### src/rtl/prog_loader.sv
// Byte-stream instruction-memory loader: parses LEN/payload/CSUM frames,
// writes 32-bit words to imem and holds the CPU in reset while loading.
module prog_loader #(
    parameter int ADDR_W    = 8,
    parameter int MAX_WORDS = 256
) (
    input  logic              clk,
    input  logic              rst,
    input  logic              start,
    input  logic              byte_valid,
    input  logic [7:0]        byte_data,
    output logic              byte_ready,
    output logic              imem_we,
    output logic [ADDR_W-1:0] imem_addr,
    output logic [31:0]       imem_wdata,
    output logic              cpu_rst,
    output logic              busy,
    output logic              done,
    output logic              err
);

    localparam logic [2:0] S_IDLE = 3'd0;
    localparam logic [2:0] S_LEN0 = 3'd1;
    localparam logic [2:0] S_LEN1 = 3'd2;
    localparam logic [2:0] S_DATA = 3'd3;
    localparam logic [2:0] S_CSUM = 3'd4;
    localparam logic [2:0] S_DONE = 3'd5;
    localparam logic [2:0] S_ERR  = 3'd6;

    logic [2:0]    r_state;
    logic [7:0]    r_len_lo;
    logic [15:0]   r_len;
    logic [7:0]    r_csum;
    logic [1:0]    r_bcnt;
    logic [ADDR_W:0] r_waddr;
    logic [23:0]   r_sr;

    logic [2:0]    w_next;
    logic          w_xfer;
    logic          w_start;
    logic [15:0]   w_len;
    logic          w_len_ok;
    logic          w_last;
    logic          w_err_next;

    always_comb begin
        w_xfer   = byte_valid & byte_ready;
        w_start  = start && (r_state == S_IDLE);
        w_len    = {byte_data, r_len_lo};
        w_len_ok = (32'(w_len) >= 32'd1) && (32'(w_len) <= 32'(MAX_WORDS));
        // Last byte of the final word: the word index counter is one wider than the address
        w_last   = (r_bcnt == 2'd3) && ((32'(r_waddr) + 32'd1) == 32'(r_len));

        w_next = r_state;
        case (r_state)
            S_IDLE: if (start)  w_next = S_LEN0;
            S_LEN0: if (w_xfer) w_next = S_LEN1;
            S_LEN1: if (w_xfer) w_next = w_len_ok ? S_DATA : S_ERR;
            S_DATA: if (w_xfer && w_last) w_next = S_CSUM;
            S_CSUM: if (w_xfer) w_next = (byte_data == r_csum) ? S_DONE : S_ERR;
            S_DONE: w_next = S_IDLE;
            S_ERR:  w_next = S_IDLE;
            default: w_next = S_IDLE;
        endcase

        w_err_next = (w_next == S_ERR) || (err && !w_start);
    end

    always_ff @(posedge clk) begin
        if (rst) begin
            r_state    <= S_IDLE;
            r_len_lo   <= '0;
            r_len      <= '0;
            r_csum     <= '0;
            r_bcnt     <= '0;
            r_waddr    <= '0;
            r_sr       <= '0;
            byte_ready <= 1'b0;
            imem_we    <= 1'b0;
            imem_addr  <= '0;
            imem_wdata <= '0;
            cpu_rst    <= 1'b1;
            busy       <= 1'b0;
            done       <= 1'b0;
            err        <= 1'b0;
        end else begin
            r_state    <= w_next;
            byte_ready <= (w_next == S_LEN0) || (w_next == S_LEN1) ||
                          (w_next == S_DATA) || (w_next == S_CSUM);
            busy       <= (w_next != S_IDLE);
            done       <= (w_next == S_DONE);
            err        <= w_err_next;
            // CPU stays in reset while loading and after a failed load
            cpu_rst    <= (w_next != S_IDLE) || w_err_next;
            imem_we    <= 1'b0;

            if (w_start) begin
                r_csum  <= '0;
                r_bcnt  <= '0;
                r_waddr <= '0;
            end

            if (w_xfer) begin
                case (r_state)
                    S_LEN0: begin
                        r_len_lo <= byte_data;
                        r_csum   <= r_csum + byte_data;
                    end
                    S_LEN1: begin
                        r_len  <= w_len;
                        r_csum <= r_csum + byte_data;
                    end
                    S_DATA: begin
                        r_csum <= r_csum + byte_data;
                        r_bcnt <= r_bcnt + 2'd1;
                        if (r_bcnt == 2'd3) begin
                            imem_we    <= 1'b1;
                            imem_addr  <= r_waddr[ADDR_W-1:0];
                            imem_wdata <= {byte_data, r_sr};
                            r_waddr    <= r_waddr + 1'b1;
                        end else begin
                            r_sr <= {byte_data, r_sr[23:8]};
                        end
                    end
                    default: ;
                endcase
            end
        end
    end

endmodule

### config.mk
export PLATFORM = sky130hd
export DESIGN_NAME = prog_loader
export DESIGN_NICKNAME = d
export VERILOG_FILES = /design/src/rtl/prog_loader.sv
export SDC_FILE = /design/constraint.sdc
export NUM_CORES = 1
export LEC_CHECK = 0
export ABC_CLOCK_PERIOD_IN_PS = 2600
export CAP_MARGIN = 5
export CORE_MARGIN = 2
export CORE_UTILIZATION = 40
export DETAILED_ROUTE_END_ITERATION = 10
export PLACE_DENSITY = 0.61
export SLEW_MARGIN = 10
export SYNTH_ARGS = -nofsm -noshare
export SYNTH_HDL_FRONTEND = slang
export SYNTH_SLANG_ARGS = --single-unit
### constraint.sdc
create_clock -name clk -period 2.6 [get_ports clk]
set_input_delay 0.26 -clock clk [delete_from_list [all_inputs] [get_ports clk]]
set_output_delay 0.26 -clock clk [all_outputs]
set_load 0.02 [all_outputs]
======== Yosys cells after proc, flatten, opt, wreduce, memory -nomap -nowiden ========
Index checks and enable logic that the tools add are counted.
storage, ports and cells
  register bits ........................... 116
  input bits .............................. 12
  output and inout bits ................... 46
  word-level logic and storage cells ...... 76
cells by class
  add/subtract/negate cells ............... 4
  $lt $le $gt $ge ......................... 2
  equal/unequal tests ..................... 13
  muxes and demuxes ....................... 19
  bitwise gates (word level) .............. 4
  reduce and logical (&&, ||, !) cells .... 19
operators with widths
  operator                                                                           count
  9-bit two-way mux                                                                  4
  8-bit two-way mux                                                                  3
  3-bit two-way mux                                                                  6
  10-bit by 16-bit == test with 1-bit output                                         1
  16-bit by 1-bit >= comparator with 1-bit output, second input constant             1
  16-bit by 9-bit less-or-equal comparator with 1-bit output, second input constant  1
  3-bit one-hot mux with 5 select lines                                              1
  3-bit by 2-bit == test with 1-bit output, second input constant                    4
  3-bit == test, second input constant                                               4
  9-bit by 1-bit adder with 10-bit output, second input constant                     1
  9-bit by 1-bit adder with 9-bit output, second input constant                      1
  8-bit adder                                                                        1
  8-bit == test                                                                      1
  2-bit two-way mux                                                                  4
  3-bit by 1-bit == test with 1-bit output, second input constant                    2
  3-bit AND reduction                                                                2
  3-bit OR reduction                                                                 2
  1-bit logical AND                                                                  5
  1-bit logical OR                                                                   5
  2-bit AND reduction                                                                2
  3-bit zero test                                                                    1
  1-bit NOT                                                                          3
  3-bit nonzero test                                                                 1
  2-bit by 1-bit adder with 2-bit output, second input constant                      1
  4 further kinds                                                                    4

======== Longest topological paths before layout ========
Gate-level depths: netlist of the first run.
  depth in word-level cells ............... 10
  gate-level depth with buffers ........... 10
  mapped depth without buffers ............ 10

======== Worst setup path before layout of the first run ========
OpenSTA, ideal clock, no wires.
  path type ............................... register -> register
  from .................................... reg r_waddr[0]
  to ...................................... reg byte_ready
  setup time .............................. 73 ps
  arrival ................................. 2406 ps
  data required time ...................... 2527 ps
  path slack .............................. 121 ps
  cell stages (with the launch flop) ...... 9
  buffers on the path ..................... 0
  clock period less this slack ............ 2479 ps
  path through ............................ dfxtp_1 ha_1 nand4_4 or3_1 a2111oi_2 o2111a_2 a21oi_2 or4_4 o22ai_2
between the ends
  word-level cells in the longest chain between the ends .. 10
  elaborated cells between the ends (all ways) .. 13
  those cells by class .................... 1 x add/sub; 5 x eq/ne; 2 x mux; 5 x reduce/logical
ends and longest elaborated chain
  item                                                                                                  line  RTL
  start: declaration                                                                                    35    logic [ADDR_W:0] r_waddr;
  start signal: assignment                                                                              120   r_waddr <= r_waddr + 1'b1;
  9-bit by 1-bit adder with 10-bit output *                                                             52    w_last = (r_bcnt == 2'd3) && ((32'(r_waddr) + 32'd1) == 32'(r_len));
  10-bit by 16-bit == test with 1-bit output *                                                          52
  1-bit logical AND *                                                                                   52
  1-bit logical AND *                                                                                   59    S_DATA: if (w_xfer && w_last) w_next = S_CSUM;
  3-bit two-way mux *                                                                                   59
  3-bit one-hot mux with 5 select lines *                                                               55    case (r_state)
  3-bit by 1-bit == test with 1-bit output or 3-bit by 2-bit == test with 1-bit output (tied branches)  88    byte_ready <= (w_next == S_LEN0) || (w_next == S_LEN1) ||
  1-bit logical OR (2 in series)                                                                        88
  1-bit logical OR *                                                                                    89    (w_next == S_DATA) || (w_next == S_CSUM);
  end signal: assignment                                                                                88
  end: declaration                                                                                      12    output logic byte_ready,
Mark *: on every way between the ends. The rest lies on a longest branch, timed or not.
A chain may end at the register's enable or synchronous reset.

======== Final worst setup path of the first run ========
  from .................................... reg r_waddr[1]
  to ...................................... reg byte_ready
Same word-level chain as after synthesis.

==> impl_metrics.yaml, run 1 <==
placement:
  dpl.hpwl_um: 8800
  gp_congestion: 0.919
  place_ws_ps: -379
  portBuffers: 57
synthesis:
  synth.top_cell.area_share: 0.466
  ys.flop_type: "dfxtp_1"
  synth_area_leader_cell: "dfxtp_1"
  seq_area_frac_synth: 0.466
  synth_seq_cells: 116
  postSynthCellCount: 637
  yosysWarnings: 0
  synth-edff-count: 0
  synth-async-reset-ratio: 0
  netlist_area_sq_um: 4990
  synth_nets: 659
  syn_area_per_cell_sq_um: 7.83
  yosys.cell_types.count: 52
  synth_area_leaders: "dfxtp_1 47%, nand2_1 14%, a21oi_1 10%, clkbuf_1 2.6%, nor2_1 2.5%"
floorplan:
  ioPinCount: 58
  start_util: 0.412
  fp.dieH_um: 116
  core_sq_um: 12100
  dieArea_sq_um: 13400
  num_rows: 40
  die_w_um: 116
final_layout:
  multiInputGateArea_sq_um: 2490
  final_cell_mix: "187 x nand2_1, 115 x dfxtp_1, 103 x a21oi_1, 56 x clkdlybuf4s50_1, 33 x nor2_1"
  layout-drive-gt1-share: 0.118
  n_fill_cell: 1183
  num_antenna_cells: 0
  final_common_cell: "nand2_1"
  nNetsFinal: 728
  postLayoutCoreUtil: 0.538
  ff_latch_area_sq_um: 2320
  syn_to_final_growth_pct: 30.6
routing:
  viasPerCell: 5.14
  drt_iter0_drc: 269
  wl_um: 12600
  drc: 0
  wl_per_cell_um: 14.2
  vias: 4561
  firstDrtPassIters: 4
  drtAntennaViolNets: 0
global_route:
  grt_max_degree: 74
  gr-usage-all-layers: 0.199
  grt_pass1_wl_um: 20800
  antenna_found_initial: 0
  grt-ovfl-total: 0
  first_global_vias: 4301
setup_path:
  crit_chain: "ha_2 -> nand4_4 -> or3_1 -> a2111oi_2 -> o2111a_2 -> a21oi_2 -> or4_4 -> o22ai_2"
  crit_path_start: "r_waddr[1]"
  r2r_end: "byte_ready"
  start_kind: "flip-flop"
  path_buf_inv: 0
  crit_path_end_kind: "flip-flop"
  reg2regPathDepth: 8
  timing.rr.start: "r_waddr[1]"
  slowest_delay_ps: 430
  critPathTopFamily: "simple AND/OR/NAND/NOR gates"
  critPathKind: "flip-flop to flip-flop"
  r2r_slack_ps: 120
  critPathSlowestCell: "or4_4"
  path_max_fanout: 7
  crit_required_ps: 2940
  critPathArrivalTime_ps: 2820
clock_tree:
  cts_root_buf: "clkbuf_16"
  numClockSinks: 116
  htreeDepth: 4
  cts_tree: "done"
  insertion_delay_ps: 410
  numCtsBuffers: 17
  clk_path_buf_depth: 2
  clk_pin_slew_ps: 60
sta:
  hold_viol: 0
  slew_viol_final: 0
  fin_ws_ps: 119
  slew_headroom: 0.665
  fmax_mhz: 403
  worst_slew_pin_slew_ps: 503
  setup_viol_count_final: 0
  final.period_utilization: 0.954
  setup_tns_ps: 0
  fin_crit_ps: 2480
  worst_clock_skew_ps: 5.51
min_path:
  min_path_cells: 2
  min_to: "r_csum[4]"
  hp-start: "rst"
  worstHoldPathType: "primary input to flip-flop"
power_and_ir_drop:
  power.leakage_nw: 2.31
  total_power_mw: 4.55
  ir_drop_uv: 354
  powerDensity_nw_per_um2: 699
flow_run:
  drv_cap: 0
run_status:
  status: "finished clean"
## logic make-up after synthesis
family,synth area share
buffers and inverters,0.0376
adder cells (fa/ha/maj),0.0266
AO/OA/AOI/OAI,0.159
AND/OR/NAND/NOR,0.262
multiplexers,0.0226
XOR/XNOR,0.0263
flip-flops,0.466
## flip-flops by register name (all words and copies together) (netlist names)
register    flops
r_len_lo        8
err             1
imem_addr       8
r_bcnt          2
busy            1
byte_ready      1
done            1
imem_we         1
r_csum          8
imem_wdata     32
r_sr           24
cpu_rst         1
r_waddr         9
r_state         3
r_len          16
## area by class of cell
class	instances	area share
inverters	9	0.00519
flip-flops and latches	116	0.357
multi-input cells	472	0.383
well taps	168	0.0323
repair buffers	90	0.131
clock inverters	11	0.0194
clock buffers	21	0.0723
## per-layer routing
layer,share of wire,routed length [um],GRT usage
met2,0.46,5760,0.311
met4,0.017,217,0.0754
met3,0.047,597,0.0523
met1,0.48,6040,0.265
met5,0,0,0
## cells in the mapped netlist (all sizes together), types with 2 or more instances
cell,n
clkbuf,35
dfxtp,116
and2,4
o211ai,2
a21boi,2
a21oi,104
a211o,2
nor2b,5
or4,4
nor2,33
nand3b,4
or3,9
inv,9
nand4,5
nand2,187
o32ai,2
nor3,13
ha,9
nor4,3
buf,5
nor3b,4
o22ai,2
mux2,2
nand3,14
or2,5
mux2i,9
o21ai,13
a31oi,3
xnor2,8
xor2,7
## report_power, final
part           leakage (nW)  total, mW  switching, mW  internal [mW]
Clock                 0.282       2.32          0.830           1.49
Sequential            0.936       1.85         0.0361           1.81
Combinational          1.09      0.391          0.219          0.172
## how the worst max path moves through the flow
stage            endpoint  cells past startpoint  slack (ps)
2_1_floorplan  byte_ready                      8         120
3_3_place_gp   byte_ready                      9        -360
3_5_place_dp   byte_ready                      9        -380
4_1_cts        byte_ready                      9          40
5_1_grt        byte_ready                      8          -2
6_report       byte_ready                      8         120
## what timing repair did
action,in CTS,in global routing
buffers inserted,0,0
setup endpoints to repair,0,4
hold buffers,0,0
gates resized for setup,0,4
## metrics by stage
stage / area [sq um] / hold slack (ps) / std cells
finish: 6510 / 285 / 887
global route: 6510 / 326 / 887
CTS: 6490 / 274 / 887
detailed placement: 5900 / 446 / 855
global placement: 5900 / 443 / 855
floorplan: 4990 / 396 / 637
(Power assumes the default switching activity.)
==> run 2, diff against run 1 <==
--- a/config.mk
+++ b/config.mk
@@ -7,11 +7,12 @@
 export LEC_CHECK = 0
 export ABC_CLOCK_PERIOD_IN_PS = 2600
 export CAP_MARGIN = 5
+export CORE_ASPECT_RATIO = 2
 export CORE_MARGIN = 2
 export CORE_UTILIZATION = 40
+export CTS_BUF_LIST = sky130_fd_sc_hd__clkbuf_16
 export DETAILED_ROUTE_END_ITERATION = 10
 export PLACE_DENSITY = 0.61
-export SLEW_MARGIN = 10
 export SYNTH_ARGS = -nofsm -noshare
 export SYNTH_HDL_FRONTEND = slang
 export SYNTH_SLANG_ARGS = --single-unit
==> impl_metrics.yaml, run 2 (same netlist as run 1, synthesis figures left out) <==
run_status:
  status: "finished clean"
global_route:
  grt_max_degree: 75
  antenna_found_initial: 0
  gr-usage-all-layers: 0.198
  grt_pass1_wl_um: 21100
  first_global_vias: 4319
  grt-ovfl-total: 0
clock_tree:
  numCtsBuffers: 17
  cts_tree: "done"
  ctsHoldBuffers: 0
  htreeDepth: 4
  numClockSinks: 116
  clk_path_buf_depth: 2
  insertion_delay_ps: 420
  clk_pin_slew_ps: 50
  cts_root_buf: "clkbuf_16"
min_path:
  worstHoldPathType: "primary input to flip-flop"
sta:
  worst_slew_pin_slew_ps: 764
  rsz0062_at_grt: "no"
  setup_tns_ps: 0
  setup_viol_count_final: 0
  slew_viol_final: 0
  worst_clock_skew_ps: 11.7
  fin_crit_ps: 2480
  final.period_utilization: 0.955
  fmax_mhz: 403
  slew_headroom: 0.491
  hold_viol: 0
placement:
  gp_congestion: 0.955
  dpl.hpwl_um: 9340
  dpl.cell_count: 833
  portBuffers: 57
setup_path:
  crit_path_end_kind: "flip-flop"
  start_kind: "flip-flop"
  critPathKind: "flip-flop to flip-flop"
  path_max_fanout: 7
  critPathArrivalTime_ps: 2830
  crit_required_ps: 2940
floorplan:
  dieArea_sq_um: 13400
  num_rows: 57
  die_w_um: 83.0
  start_util: 0.411
  fp.dieH_um: 162
  core_sq_um: 12100
  ioPinCount: 58
power_and_ir_drop:
  powerDensity_nw_per_um2: 709
  ir_drop_uv: 521
  power.leakage_nw: 2.32
routing:
  vias: 4522
  drtAntennaViolNets: 0
  wl_per_cell_um: 15.1
  drc: 0
  drt_iter0_drc: 220
  viasPerCell: 5.23
  firstDrtPassIters: 4
  wl_um: 13100
flow_run:
  drv_cap: 0
final_layout:
  regMostFlops: "imem_wdata"
  layout-drive-gt1-share: 0.116
  nNetsFinal: 727
  largest_register_ffs: 32
  final_cell_mix: "187 x nand2_1, 115 x dfxtp_1, 103 x a21oi_1, 56 x clkdlybuf4s50_1, 33 x nor2_1"
  final_common_cell: "nand2_1"
  syn_to_final_growth_pct: 30.3
  top_regs: "imem_wdata x32, r_sr x24, r_len x16"
  num_antenna_cells: 0
  stdcell_count: 865
run 2: path summary, 6_finish.rpt:
kind	end	cells past startpoint	start	slack, ps
max reg2reg	byte_ready	8	r_waddr[0]	120
max	byte_ready	8	r_waddr[0]	120
min reg2reg	imem_wdata[0]	2	imem_wdata[0]	450
min	r_state[0]	2	rst	370
run 2: through the flow:
step | cell area [sq um] | power [mW] | hold WS (ps) | utilization | worst slack (ps)
2_1_floorplan | 4990 | 2.11 | 396 | - | 121
3_3_place_gp | 5880 | 2.27 | 442 | 0.485 | -390
3_5_place_dp | 5880 | 2.28 | 445 | 0.485 | -453
4_1_cts | 6490 | 4.64 | 386 | 0.535 | 64.9
5_1_grt | 6500 | 4.77 | 428 | 0.536 | 7.01
6_report | 6500 | 4.61 | 367 | 0.536 | 116
run 2: final cells by class:
cell class / instances / area (sq um)
Inverter: 9 / 33.8
Sequential cell: 116 / 2320
Fill cell: 1144 / 5630
Timing Repair Buffer: 89 / 858
Clock buffer: 17 / 425
Tap cell: 147 / 184
Clock inverter: 15 / 180
Multi-Input combinational cell: 472 / 2490
run 2: worst max-delay path, cell delays in order, from the launching register on:
cell	delay (ps)
dfxtp_1	330
ha_1	220
nand4_4	160
or3_1	400
a2111oi_2	360
o2111a_2	310
a21oi_2	90
or4_4	430
o22ai_2	90
run 2: what timing repair did:
| item | in CTS | in global routing |
|---|---|---|
| pin swaps | 0 | 1 |
| gates resized for setup | 1 | 2 |
| setup buffers | 0 | 0 |
| endpoints found under the setup margin | 1 | 1 |
run 2: per-layer routing:
metal | track usage | share of wire
met2 | 0.383 | 0.56
met3 | 0.0340 | 0.026
met4 | 0.105 | 0.027
met5 | 0 | 0
met1 | 0.196 | 0.38
run 2: power breakdown:
part / internal [mW] / switching, mW
Combinational: 0.172 / 0.221
Clock: 1.51 / 0.854
Sequential: 1.81 / 0.0409
Total: 3.49 / 1.12
